`src/rtl/adder_pkg.sv`:
```
// rtl/adder_pkg.sv - shared constants for the serial slice adder
package adder_pkg;

    // FSM state encoding
    localparam logic [1:0] ST_IDLE = 2'd0;
    localparam logic [1:0] ST_RUN  = 2'd1;
    localparam logic [1:0] ST_DONE = 2'd2;

    // Bits consumed per clock by the slice datapath
    localparam int SLICE_W = 2;

endpackage

```
`src/rtl/serial_slice_adder_if.sv`:
```
// rtl/serial_slice_adder_if.sv - operand/result handshake bundle of the serial slice adder
//
// master: operand producer / result consumer (drives in_valid, a, b, c, out_ready)
// slave : the adder (drives in_ready, out_valid, sum, carry, ovf, busy)
interface serial_slice_adder_if #(
    parameter int WIDTH = 8
);
    logic             in_valid;
    logic             in_ready;
    logic [WIDTH-1:0] a;
    logic [WIDTH-1:0] b;
    logic             c;
    logic             out_valid;
    logic             out_ready;
    logic [WIDTH-1:0] sum;
    logic             carry;
    logic             ovf;
    logic             busy;

    modport master (
        output in_valid, a, b, c, out_ready,
        input  in_ready, out_valid, sum, carry, ovf, busy
    );

    modport slave (
        input  in_valid, a, b, c, out_ready,
        output in_ready, out_valid, sum, carry, ovf, busy
    );
endinterface

```
`src/rtl/serial_slice_adder_slice.sv`:
```
// rtl/serial_slice_adder_slice.sv - 2-bit combinational slice adder (dataflow)
//
// a, b  : 2-bit operand slices
// c     : carry into bit 0
// sum   : 2-bit slice sum
// carry : carry out of bit 1
module twoBitAdder (
    input  logic [1:0] a,
    input  logic [1:0] b,
    input  logic       c,
    output logic [1:0] sum,
    output logic       carry
);
    logic c1;

    assign sum[0] = a[0] ^ b[0] ^ c;
    assign c1     = (a[0] & b[0]) | (c & (a[0] ^ b[0]));
    assign sum[1] = a[1] ^ b[1] ^ c1;
    assign carry  = (a[1] & b[1]) | (c1 & (a[1] ^ b[1]));
endmodule

```
`src/rtl/serial_slice_adder.sv`:
```
// rtl/serial_slice_adder.sv - multi-cycle WIDTH-bit adder built from one 2-bit slice adder
//
// clk   : rising-edge clock
// rst_n : asynchronous active-low reset
// bus   : slave side of serial_slice_adder_if
//         in_valid/in_ready + a, b, c   operand handshake
//         out_valid/out_ready + sum, carry, ovf   result handshake
//         busy   high while an operation is in RUN or DONE
module serial_slice_adder
    import adder_pkg::*;
#(
    parameter int WIDTH = 8
) (
    input  logic                  clk,
    input  logic                  rst_n,
    serial_slice_adder_if.slave   bus
);
    localparam int SLICES = WIDTH / SLICE_W;
    localparam int IDX_W  = (SLICES > 1) ? $clog2(SLICES) : 1;

    generate
        if ((WIDTH < 2) || ((WIDTH % 2) != 0)) begin : g_bad_width
            $error("serial_slice_adder: WIDTH must be even and >= 2");
        end
    endgenerate

    logic [1:0]       state_q, state_d;
    logic [WIDTH-1:0] a_sh_q, a_sh_d;
    logic [WIDTH-1:0] b_sh_q, b_sh_d;
    logic [WIDTH-1:0] acc_q, acc_d;
    logic             cy_q, cy_d;
    logic [IDX_W-1:0] idx_q, idx_d;
    logic             a_msb_q, a_msb_d;
    logic             b_msb_q, b_msb_d;
    logic [WIDTH-1:0] sum_q, sum_d;
    logic             carry_q, carry_d;
    logic             ovf_q, ovf_d;

    logic [SLICE_W-1:0] slice_sum;
    logic               slice_carry;
    logic               last_slice;

    twoBitAdder u_slice (
        .a     (a_sh_q[SLICE_W-1:0]),
        .b     (b_sh_q[SLICE_W-1:0]),
        .c     (cy_q),
        .sum   (slice_sum),
        .carry (slice_carry)
    );

    assign last_slice = (idx_q == IDX_W'(SLICES - 1));

    always_comb begin
        state_d = state_q;
        a_sh_d  = a_sh_q;
        b_sh_d  = b_sh_q;
        acc_d   = acc_q;
        cy_d    = cy_q;
        idx_d   = idx_q;
        a_msb_d = a_msb_q;
        b_msb_d = b_msb_q;
        sum_d   = sum_q;
        carry_d = carry_q;
        ovf_d   = ovf_q;

        case (state_q)
            ST_IDLE: begin
                if (bus.in_valid) begin
                    a_sh_d  = bus.a;
                    b_sh_d  = bus.b;
                    cy_d    = bus.c;
                    idx_d   = '0;
                    acc_d   = '0;
                    a_msb_d = bus.a[WIDTH-1];
                    b_msb_d = bus.b[WIDTH-1];
                    state_d = ST_RUN;
                end
            end

            ST_RUN: begin
                a_sh_d = a_sh_q >> SLICE_W;
                b_sh_d = b_sh_q >> SLICE_W;
                // Slice sums enter at the top so that after SLICES shifts
                // slice 0 has reached bits [1:0].
                acc_d = acc_q >> SLICE_W;
                acc_d[WIDTH-1 -: SLICE_W] = slice_sum;
                cy_d  = slice_carry;
                idx_d = idx_q + 1'b1;
                if (last_slice) begin
                    sum_d   = acc_d;
                    carry_d = slice_carry;
                    ovf_d   = (a_msb_q == b_msb_q) && (acc_d[WIDTH-1] != a_msb_q);
                    state_d = ST_DONE;
                end
            end

            ST_DONE: begin
                if (bus.out_ready) begin
                    state_d = ST_IDLE;
                end
            end

            default: state_d = ST_IDLE;
        endcase
    end

    always_ff @(posedge clk or negedge rst_n) begin
        if (!rst_n) begin
            state_q <= ST_IDLE;
            a_sh_q  <= '0;
            b_sh_q  <= '0;
            acc_q   <= '0;
            cy_q    <= 1'b0;
            idx_q   <= '0;
            a_msb_q <= 1'b0;
            b_msb_q <= 1'b0;
            sum_q   <= '0;
            carry_q <= 1'b0;
            ovf_q   <= 1'b0;
        end else begin
            state_q <= state_d;
            a_sh_q  <= a_sh_d;
            b_sh_q  <= b_sh_d;
            acc_q   <= acc_d;
            cy_q    <= cy_d;
            idx_q   <= idx_d;
            a_msb_q <= a_msb_d;
            b_msb_q <= b_msb_d;
            sum_q   <= sum_d;
            carry_q <= carry_d;
            ovf_q   <= ovf_d;
        end
    end

    assign bus.in_ready  = (state_q == ST_IDLE);
    assign bus.out_valid = (state_q == ST_DONE);
    assign bus.busy      = (state_q != ST_IDLE);
    assign bus.sum       = sum_q;
    assign bus.carry     = carry_q;
    assign bus.ovf       = ovf_q;
endmodule

```
`src/flat_wrapper.sv`:
```
// flat-port wrapper written by rule: the top's interface ports become plain ports
module serial_slice_adder_flat import adder_pkg::*;
#(
    parameter int WIDTH = 8
)
  (clk, rst_n, bus_in_valid, bus_a, bus_b, bus_c, bus_out_ready, bus_in_ready, bus_out_valid, bus_sum, bus_carry, bus_ovf, bus_busy);
  serial_slice_adder_if #(.WIDTH(WIDTH)) bus_i ();
  input  logic clk;
  input  logic rst_n;
  input wire logic [$bits(bus_i.in_valid)-1:0] bus_in_valid;
  input wire logic [$bits(bus_i.a)-1:0] bus_a;
  input wire logic [$bits(bus_i.b)-1:0] bus_b;
  input wire logic [$bits(bus_i.c)-1:0] bus_c;
  input wire logic [$bits(bus_i.out_ready)-1:0] bus_out_ready;
  output wire logic [$bits(bus_i.in_ready)-1:0] bus_in_ready;
  output wire logic [$bits(bus_i.out_valid)-1:0] bus_out_valid;
  output wire logic [$bits(bus_i.sum)-1:0] bus_sum;
  output wire logic [$bits(bus_i.carry)-1:0] bus_carry;
  output wire logic [$bits(bus_i.ovf)-1:0] bus_ovf;
  output wire logic [$bits(bus_i.busy)-1:0] bus_busy;
  assign bus_i.in_valid = bus_in_valid;
  assign bus_i.a = bus_a;
  assign bus_i.b = bus_b;
  assign bus_i.c = bus_c;
  assign bus_i.out_ready = bus_out_ready;
  assign bus_in_ready = bus_i.in_ready;
  assign bus_out_valid = bus_i.out_valid;
  assign bus_sum = bus_i.sum;
  assign bus_carry = bus_i.carry;
  assign bus_ovf = bus_i.ovf;
  assign bus_busy = bus_i.busy;
  serial_slice_adder #(.WIDTH(WIDTH)) u_core (.clk(clk), .rst_n(rst_n), .bus(bus_i));
endmodule
```
`config.mk`:
```
export PLATFORM = sky130hd
export DESIGN_NAME = serial_slice_adder_flat
export DESIGN_NICKNAME = d
export VERILOG_FILES = /design/src/rtl/adder_pkg.sv /design/src/rtl/serial_slice_adder_if.sv /design/src/rtl/serial_slice_adder_slice.sv /design/src/rtl/serial_slice_adder.sv /design/src/flat_wrapper.sv
export SDC_FILE = /design/constraint.sdc
export NUM_CORES = 1
export LEC_CHECK = 0
export CAP_MARGIN = 20
export CORE_ASPECT_RATIO = 1.25
export CORE_MARGIN = 2
export CORE_UTILIZATION = 43
export DETAILED_ROUTE_END_ITERATION = 12
export PLACE_DENSITY = 0.76
export SLEW_MARGIN = 15
export SYNTH_ARGS = -nofsm -noshare
export SYNTH_HDL_FRONTEND = slang
export SYNTH_SLANG_ARGS = --single-unit
```
`constraint.sdc`:
```
create_clock -name clk -period 4 [get_ports clk]
set_input_delay 1 -clock clk [delete_from_list [all_inputs] [get_ports clk]]
set_output_delay 1 -clock clk [all_outputs]
set_load 0.05 [all_outputs]
```
==> run summary <==
Worst-Margin Slew -> 0.844 ns
combinational share of power -> 0.452
Int Power -> 1010 uW
dpl cells -> 233
CP Buf/Inv Count -> 2
grt total ovfl -> 0
layout net count -> 210
ANT cells -> 0
IO Port Bufs -> 33
Hold Violations, Final -> 0
placer congestion estimate -> 0.759
worst-skew pair later-pin latency -> 0.29 ns
Slew headroom -> 0.437
Antenna Violating Nets Remaining -> 0
TritonCTS buffer count -> 5
Final HPWL DP -> 2.45 mm
Clock Skews -> 0.00799 ns
multi-input logic area -> 689 um2
die extent in x -> 61.1 um
Mapped Nets -> 180
library cells used by synthesis -> 22
critical-path cell list -> or2_2 > inv_1 > clkdlybuf4s50_1
DP Area -> 0.00209 mm2
fillers -> 342
vias in the first global route -> 1254
CTS root buf -> clkbuf_8
Max Fanout on Critical Path -> 26
Starting DRT DRC Count -> 75
Die Ht -> 75.3 um
Non-Filler Instances -> 240
Worst setup SP type -> flop
final WL -> 3.46 mm
Seq/Total Area, Yosys -> 0.558
WL/cell -> 14.4 um
setup TNS -> 0 ns
max_cap viols -> 0
Sw Share -> 0.416
total core area -> 0.00385 mm2
Leak -> 0.000966 uW
critical path type -> reg -> out
initial antenna violation count -> 0
met2 routed WL -> 1.75 mm
Slowest cell on crit path -> clkdlybuf4s50_1
DR vias -> 1260
Cell Area, Synth -> 0.00175 mm2
post-synth top area share -> 0.558
power share of the sequential group -> 0.394
Final Setup Violations -> 0
Hold Crit Class -> reg -> reg
setup repair bufs after CTS -> 0
Power Density -> 797 mW/mm2
CTS tree -> yes
Overall Global Routing Usage -> 0.172
Setup crit end kind -> primary output
CTS Buffer Depth -> 2
top cells by count, synth -> dfrtp_1, o21ai_0, nand2_1
switching pwr -> 721 uW
first-pass GRT wire length -> 5.75 mm
peak supply drop -> 411 uV
clock power share -> 0.153
FP Rows -> 25
Main synth FF type -> dfrtp_1
Initial Util -> 0.455
Crit path arrival time -> 2.23 ns
max frequency -> 310 MHz
worst stage delay on the critical path -> 0.79 ns
Top Metal Used -> met4
# hold bufs at CTS -> 0
H-tree levels -> 2
Core Util, Final -> 0.566
vias per inst -> 5.25
RSZ-0062 raised after global routing -> false
top-count cell post-synth -> dfrtp_1
pin count of the biggest net entering global routing -> 40
EDFF count, synth -> 0
synthesized area per cell -> 11.2 um2
Reg area -> 976 um2
final period utilization -> 0.807
Worst-path clk slew -> 0.07 ns
flops & latches, synth -> 39
final instance area -> 0.00218 mm2
synth top area cells -> dfrtp_1, o21ai_0, a22oi_1
share of layout cells above drive strength 1 -> 0.0914
die area -> 0.00460 mm2
yosys warns -> 0
Detailed Routing Iterations Pass 1 -> 4
Remaining DRCs -> 0
dominant cell type by area after synthesis -> dfrtp_1
Post-Synthesis Cells -> 156
status -> complete, no violations
Area Growth Syn to Fin -> 24.3%
critical path required time -> 3.00 ns
asr flop ratio synth -> 1.00
WL met1 -> 1.49 mm
fin crit period -> 3.23 ns
TritonCTS sink count -> 39
CTS resizes -> 0
WL met3 -> 173 um
delay-heaviest family, CP -> buffers and inverters
I/O Pins -> 34
Slew Limit Fails -> 0
final timing paths:
check                                   from               to  slack, ns  depth (start not counted)
max reg2reg                      u_core.cy_q   u_core.bus.ovf       2.09                          7
max                        u_core.state_q[1]     bus_in_ready       0.77                          3
min in group asynchronous              rst_n  u_core.acc_q[2]       0.81                          1
min                           u_core.bus.ovf   u_core.bus.ovf       0.49                          2
min reg2reg                   u_core.bus.ovf   u_core.bus.ovf       0.49                          2
max in group asynchronous              rst_n   u_core.b_msb_q       2.65                          1
through the flow:
stage | power (uW) | setup slack (ns) | hold WS, ns
after global placement | 1440 | 1.15 | 0.465
final | 1730 | 0.771 | 0.488
after detailed placement | 1480 | 1.12 | 0.478
after CTS | 1740 | 0.787 | 0.496
after global routing | 1850 | 0.700 | 0.510
after floorplan | 1250 | 1.55 | 0.450
per-layer routing:
layer,vias to the layer above,track usage
met3,6,0.0577
met5,-,0
met2,40,0.281
met1,615,0.213
met4,0,0.0604
li1,599,-
area by class of cell:
class,instances,share of cell area
Timing Repair Buffer,34,0.153
Tap cell,54,0.0311
Sequential cell,39,0.449
Multi-Input combinational cell,100,0.317
Inverter,6,0.0104
Clock buffer,6,0.0380
Clock inverter,1,0.00230
worst register-to-register path, stage by stage (launching register included):
cell     delay, ns
dfrtp_1       0.35
inv_1         0.08
fa_1          0.42
inv_1         0.10
fa_1          0.47
and3b_1       0.23
a21oi_1       0.04
o21ai_0       0.14
cell usage in the layout, fill, tap and decap left out, drive strengths merged:
cell / n
a22o: 6
nand3b: 1
nand2b: 4
a22oi: 13
clkinv: 1
inv: 6
buf: 2
o21ai: 22
a2bb2oi: 2
o21bai: 1
clkbuf: 6
nor2: 2
nand2: 17
mux2: 10
clkdlybuf4s50: 32
dfrtp: 39
and3b: 1
a21oi: 8
nor2b: 9
or2: 1
fa: 2
ha: 1
flip-flops by register name (all words and copies together) (netlist names):
register          cells
u_core.cy_q           1
u_core.acc_q          6
u_core.bus.ovf        1
u_core.a_sh_q         8
u_core.bus.carry      1
u_core.idx_q          2
u_core.state_q        2
u_core.b_sh_q         8
u_core.bus.sum        8
u_core.a_msb_q        1
u_core.b_msb_q        1
power groups by stage:
stage | clock [uW] | combinational [uW] | sequential, uW
after floorplan | 0 | 468 | 785
after global placement | 0 | 767 | 676
after detailed placement | 0 | 792 | 689
after CTS | 270 | 791 | 683
after global routing | 289 | 855 | 705
final | 266 | 785 | 684
cell families after synthesis:
logic type | share of synthesized area
compound gates | 0.192
fa+ha+maj | 0.0300
buf+inv | 0.0486
flops | 0.558
mux | 0.0643
simple gates | 0.107
No activity file was read; power rests on OpenSTA's default activity.
